--- config.mk ---
export PLATFORM = sky130hd
export DESIGN_NAME = asfifo_wrarb
export DESIGN_NICKNAME = d
export VERILOG_FILES = /design/src/rtl/asfifo_wrarb.sv
export SDC_FILE = /design/constraint.sdc
export NUM_CORES = 1
export LEC_CHECK = 0
export CELL_PAD_IN_SITES_DETAIL_PLACEMENT = 2
export CELL_PAD_IN_SITES_GLOBAL_PLACEMENT = 2
export CORE_AREA = 2 2 107 109
export DETAILED_ROUTE_END_ITERATION = 16
export DIE_AREA = 0 0 109 111
export GPL_TIMING_DRIVEN = 0
export PLACE_DENSITY_LB_ADDON = 0.05
export SLEW_MARGIN = 10
export SYNTH_ARGS = -nofsm -noshare
export SYNTH_HDL_FRONTEND = slang
export SYNTH_SLANG_ARGS = --single-unit
export TNS_END_PERCENT = 5
--- constraint.sdc ---
create_clock -name clk -period 3.9 [get_ports clk]
set_clock_uncertainty 0.2 [all_clocks]
set_input_delay 0.39 -clock clk [delete_from_list [all_inputs] [get_ports clk]]
set_output_delay 0.39 -clock clk [all_outputs]
set_load 0.005 [all_outputs]
--- src/rtl/asfifo_wrarb.sv ---
// ============================================================================
// asfifo_wrarb : async-FIFO write side - 2-way round-robin arbiter, RAM write
//                sequencing, Gray write pointer, synchronised full/level.
// Revision     : 1.0
// ============================================================================
`default_nettype none

module asfifo_wrarb #(
  parameter int AW = 4,
  parameter int DW = 32
) (
  input  logic          clk,
  input  logic          rst_n,
  input  logic          req0,
  input  logic [DW-1:0] data0,
  output logic          ack0,
  input  logic          req1,
  input  logic [DW-1:0] data1,
  output logic          ack1,
  output logic          fifo_we,
  output logic [AW-1:0] fifo_waddr,
  output logic [DW-1:0] fifo_wdata,
  output logic [AW:0]   wptr_gray,
  input  logic [AW:0]   rptr_gray,
  output logic          full,
  output logic [AW:0]   level
);

  localparam logic [AW:0] C_ONE = {{AW{1'b0}}, 1'b1};

  logic [AW:0] r_rs1;
  logic [AW:0] r_rs2;
  logic [AW:0] r_wbin;
  logic        r_last;     // 1: requester 1 had the last grant
  logic [AW:0] w_rbin_s;
  logic        w_full;
  logic        w_ack0;
  logic        w_ack1;

  function automatic logic [AW:0] gray2bin(input logic [AW:0] g);
    logic [AW:0] b;
    b[AW] = g[AW];
    for (int i = AW - 1; i >= 0; i--) begin
      b[i] = b[i+1] ^ g[i];
    end
    return b;
  endfunction

  always_ff @(posedge clk or negedge rst_n) begin
    if (!rst_n) begin
      r_rs1 <= '0;
      r_rs2 <= '0;
    end else begin
      r_rs1 <= rptr_gray;
      r_rs2 <= r_rs1;
    end
  end

  always_comb begin
    w_rbin_s = gray2bin(r_rs2);
    w_full   = (r_wbin[AW] != w_rbin_s[AW]) && (r_wbin[AW-1:0] == w_rbin_s[AW-1:0]);
    w_ack0   = rst_n && !w_full && req0 && (!req1 || r_last);
    w_ack1   = rst_n && !w_full && req1 && (!req0 || !r_last);
  end

  assign full  = w_full;
  assign level = r_wbin - w_rbin_s;
  assign ack0  = w_ack0;
  assign ack1  = w_ack1;

  // wptr_gray tracks wbin one cycle late, so it only moves once the RAM write has landed
  always_ff @(posedge clk or negedge rst_n) begin
    if (!rst_n) begin
      r_wbin     <= '0;
      r_last     <= 1'b1;
      fifo_we    <= 1'b0;
      fifo_waddr <= '0;
      fifo_wdata <= '0;
      wptr_gray  <= '0;
    end else begin
      wptr_gray <= r_wbin ^ (r_wbin >> 1);
      if (w_ack0 || w_ack1) begin
        fifo_we    <= 1'b1;
        fifo_waddr <= r_wbin[AW-1:0];
        fifo_wdata <= w_ack1 ? data1 : data0;
        r_wbin     <= r_wbin + C_ONE;
        r_last     <= w_ack1;
      end else begin
        fifo_we <= 1'b0;
      end
    end
  end

endmodule

`default_nettype wire
* Word level (Yosys, flattened, before mapping)
Index checks and enable logic that the tools add are counted.
** Word-level totals
- Register bits :: 58
- Input bits :: 73
- Output and inout bits :: 50
- Word-level logic and storage cells :: 32
** Operators by class
- Add/sub/neg operators :: 2
- Eq/ne operators :: 2
- Mux-type cells :: 2
- Bitwise gates (word level) :: 5
- Reduce and logical (&&, ||, !) cells :: 13
** Operators with widths (number)
- $mux W32 :: 1
- $logic_and A1 B1 Y1 :: 6
- $add A5 B1 Y5 const B :: 1
- $sub A5 B5 Y5 :: 1
- $xor A5 B4 Y5 :: 1
- $eq A4 B4 Y1 :: 1
- $logic_not A1 Y1 :: 4
- $xor A1 B1 Y1 :: 4
- $logic_or A1 B1 Y1 :: 3
- $mux W1 :: 1
- $ne A1 B1 Y1 :: 1

* Depth between registers and ports, before layout
- Depth after elaboration :: 12
- Mapped depth :: 10
- Gate-level depth less buffers :: 10

* Worst setup path before layout
Ideal clock, no wire load.
- Kind :: flip-flop to output port
- From :: register r_rs2[4]
- To :: output level[4]
- Arrival :: 2132 ps
- Required time :: 3310 ps
- Path slack :: 1178 ps
- Stages on the path, launching flop included :: 11
- Buffers on the path :: 0
- Path through :: dfrtp_1 > xnor2_2 > xor2_2 > xor2_1 > xnor2_1 > ha_1 > fa_1 > inv_1 > a21o_1 > a21oi_1 > xor2_1
** On the way
- Longest elaborated chain between the ends :: 5
** RTL lines
- start, declared :: line 32 : logic [AW:0] r_rs2;
- start signal, assigned :: line 55 : r_rs2 <= r_rs1;
- $xor A1 B1 Y1 (4 in a row) :: line 44 : b[i] = b[i+1] ^ g[i];
- $sub A5 B5 Y5 (*) :: line 67 : assign level = r_wbin - w_rbin_s;
- end, declared :: line 26 : output logic [AW:0] level
Mark *: on every way between the ends. The rest lies on a longest branch, timed or not.

* Worst setup path in the final report
Same ends and word-level chain as after synthesis.

==> impl_metrics.toml <==
[logic_synthesis]
synth_xor_xnor_area_share_pct = 5.55
syn_area_per_cell_um2 = 11.0
yosys_warnings = 0
synth.distinct_cells = 27
syn_area_mm2 = 0.00246
syn_nets = 305
synth_compound_area_share_pct = 18.3
seq_area_frac_synth_pct = 59.1
synthMuxAreaShare_pct = 2.29
synthAdderAreaFrac_pct = 4.38
syn_inst = 224
synth_edf_count = 0
synth_top_family_by_area = "compound AO/OA/AOI/OAI gates"
synth_ff_type = "dfrtp_1"
synthArstFlopShare_pct = 100
synth_area_leader_cell = "dfrtp_1"
synth_seq_cells = 58
yosysTopAreaCellShare_pct = 58.0
netlist_top_cells_area = "dfrtp_1 (58%), o22ai_1 (8.1%), a21oi_1 (7.3%), nor2_1 (5.2%), ha_1 (3.6%)"
synth_simple_gate_area_share_pct = 6.51

[timing]
tns_ns = 0
tightest_slew_ns = 0.528
hold_viol = 0
finalSetupViolCount = 0
timing.final.crit_period_ns = 3.66
holdWs_ns = 0.145
fin_crit_sh_pct = 93.8
relSlewSlack_pct = 64.6
max_freq_ghz = 0.273
slew_violations = 0
rsz0062_at_grt = "no"

[final_layout]
area.growth.synth_to_final_pct = 70.9
utilization_pct = 37.9
finalNonFillerCells = 509
n_antenna_cell = 0
nNetsFinal = 442
drive_above_1_share_pct = 10.1

[global_route]
grt_usage_pct = 14.3
grt_pass1_wl_um = 13200
grt_pass1_vias = 2548
antenna_found_initial = 0
grt_overflow = 0
grt_max_degree = 46

[critical_path]
cp-end-kind = "output pin"
worst-setup-path-type = "flop to output pin"
crit_path_cell_trace = "xnor2_2, xor2_2, xor2_2, xnor2_1, ha_1, fa_1, inv_1, a21o_1, a21oi_1, xor2_1, clkdlybuf4s50_1"
cp.arrival_ns = 3.07
start_kind = "flop"
slowest_delay_ns = 0.52
crit_top_cell = "xor2_2"
cp-startpoint = "r_rs2[4]"
cp.required_ns = 3.31
crit_slowest_cell = "clkdlybuf4s50_1"
critPathMaxFanout = 2
r2r-start = "r_rs2[4]"

[route]
drc = 0
drt-pass1-iter-count = 4
ant_nets = 0
wl_per_cell_um = 16.4
vias_per_cell = 4.44
drt_iter0_drc = 40
num_vias = 2261
finalWirelength_um = 8350

[clock_network]
cts_sinks = 58
clkLatencyLatePin_ns = 0.32
cts_tree = "yes"
clk_pin_slew_ns = 0.05
htree_levels = 3
clock_path_buffers = 2
cts_made_buffers = 9
root_buffer = "clkbuf_16"

[floorplan]
die_y_um = 111
coreArea_mm2 = 0.0111
die_area_mm2 = 0.0121
rows = 39
fp.dieW_um = 109
start_util_pct = 22.2
num_io_pins = 123

[power_and_ir_drop]
ir_worst_vdd_mv = 0.230
p_per_area_mw_per_mm2 = 638
cellLeakagePower_nw = 1.73

[hold_path]
min_path_type = "flop to flop"
hold_start = "r_rs1[3]"

[place]
dp.cells = 490
portBuffers = 122
place.gp.congestion = 0.679
dp_hpwl_um = 6270

[status]
status = "finished, final reports clean"

[job]
cap_viol_max_count = 0
[flip-flops by register name, indices dropped and copies added (netlist names)]
signal	count
wptr_gray	5
r_rs2	5
r_wbin	5
fifo_wdata	32
r_rs1	5
fifo_we	1
fifo_waddr	4
r_last	1
[critical path: cells and delay by family (launching register included)]
kind                       cells  cell delay (ns)
xor gates and xnor gates       5             0.96
adders and majority gates      2             0.44
DFF                            1             0.43
AOI/OAI and AO/OA              2             0.33
buffers and inverters          2             0.58
[per-layer routing]
metal,up-vias,part of all wire [%],GRT usage (%)
met2,72,50,23.6
met5,-,0,0
li1,1062,-,-
met1,1122,41,17.1
met4,0,0.69,3.59
met3,5,7.9,5.94
[metrics by stage]
| step | area (µm²) | total power, mW | setup WS [ns] |
|---|---|---|---|
| floorplan | 2460 | 1.31 | 1.18 |
| global placement | 3860 | 1.92 | -0.975 |
| detailed placement | 3880 | 1.95 | 0.390 |
| CTS | 4180 | 2.74 | 0.0263 |
| global route | 4200 | 2.88 | 0.0107 |
| finish | 4200 | 2.68 | 0.242 |
[cell families after synthesis]
| logic type | Yosys count |
|---|---|
| AND/OR/NAND/NOR | 41 |
| multiplexers | 4 |
| AO/OA/AOI/OAI | 78 |
| flip-flops | 58 |
| adder cells (fa/ha/maj) | 8 |
| XOR/XNOR | 13 |
| buffers and inverters | 22 |
[placed cells by master (no fill, tap or decap), types with 4 or more instances in the layout]
cell type / count
xnor2_1: 6
o22ai_1: 32
nand2_1: 5
buf_4: 4
clkdlybuf4s50_1: 121
dfrtp_1: 57
inv_1: 9
buf_2: 7
clkbuf_1: 6
nor2_1: 34
clkinv_2: 4
clkbuf_16: 9
a21oi_1: 36
ha_1: 7
[cell usage after synthesis (2+ instances only)]
| cell type | n |
|---|---|
| a21o_1 | 2 |
| xnor2_1 | 6 |
| nor2_1 | 34 |
| ha_1 | 7 |
| inv_1 | 9 |
| a21oi_1 | 36 |
| clkbuf_1 | 5 |
| o2111ai_1 | 2 |
| xor2_2 | 2 |
| o21ai_0 | 2 |
| nand2_1 | 5 |
| xor2_1 | 4 |
| buf_2 | 7 |
| o22ai_1 | 32 |
| mux2_4 | 3 |
| dfrtp_1 | 57 |
[worst paths after layout]
kind | cells past startpoint | to | slack [ns]
min reg2reg | 0 | r_rs2[3] | 0.15
max | 11 | level[4] | 0.24
min in group asynchronous | 2 | r_rs2[0] | 0.30
min | 0 | r_rs2[3] | 0.15
max in group asynchronous | 3 | r_last | 2.64
max reg2reg | 10 | fifo_wdata[17] | 0.87
[layout make-up]
type | instances | area (µm²)
inverters | 9 | 33.8
flip-flops and latches | 58 | 1450
multi-input cells | 144 | 918
plain buffers | 13 | 61.3
fillers | 1180 | 6870
clock inverters | 6 | 57.6
repair buffers | 126 | 1270
clock buffers | 10 | 229
well taps | 143 | 179
[where the power goes]
group          switching (mW)  internal (mW)
clock                   0.269          0.489
sequential              0.122          0.780
combinational           0.406          0.616
total                   0.797           1.89
[timing repair]
item | CTS | global route
hold buffers | 1 | 0
setup endpoints to repair | 0 | 3
hold endpoints to repair | 18 | 0
gates resized for setup | 0 | 1
setup buffers | 0 | 2
(Power assumes the default switching activity.)
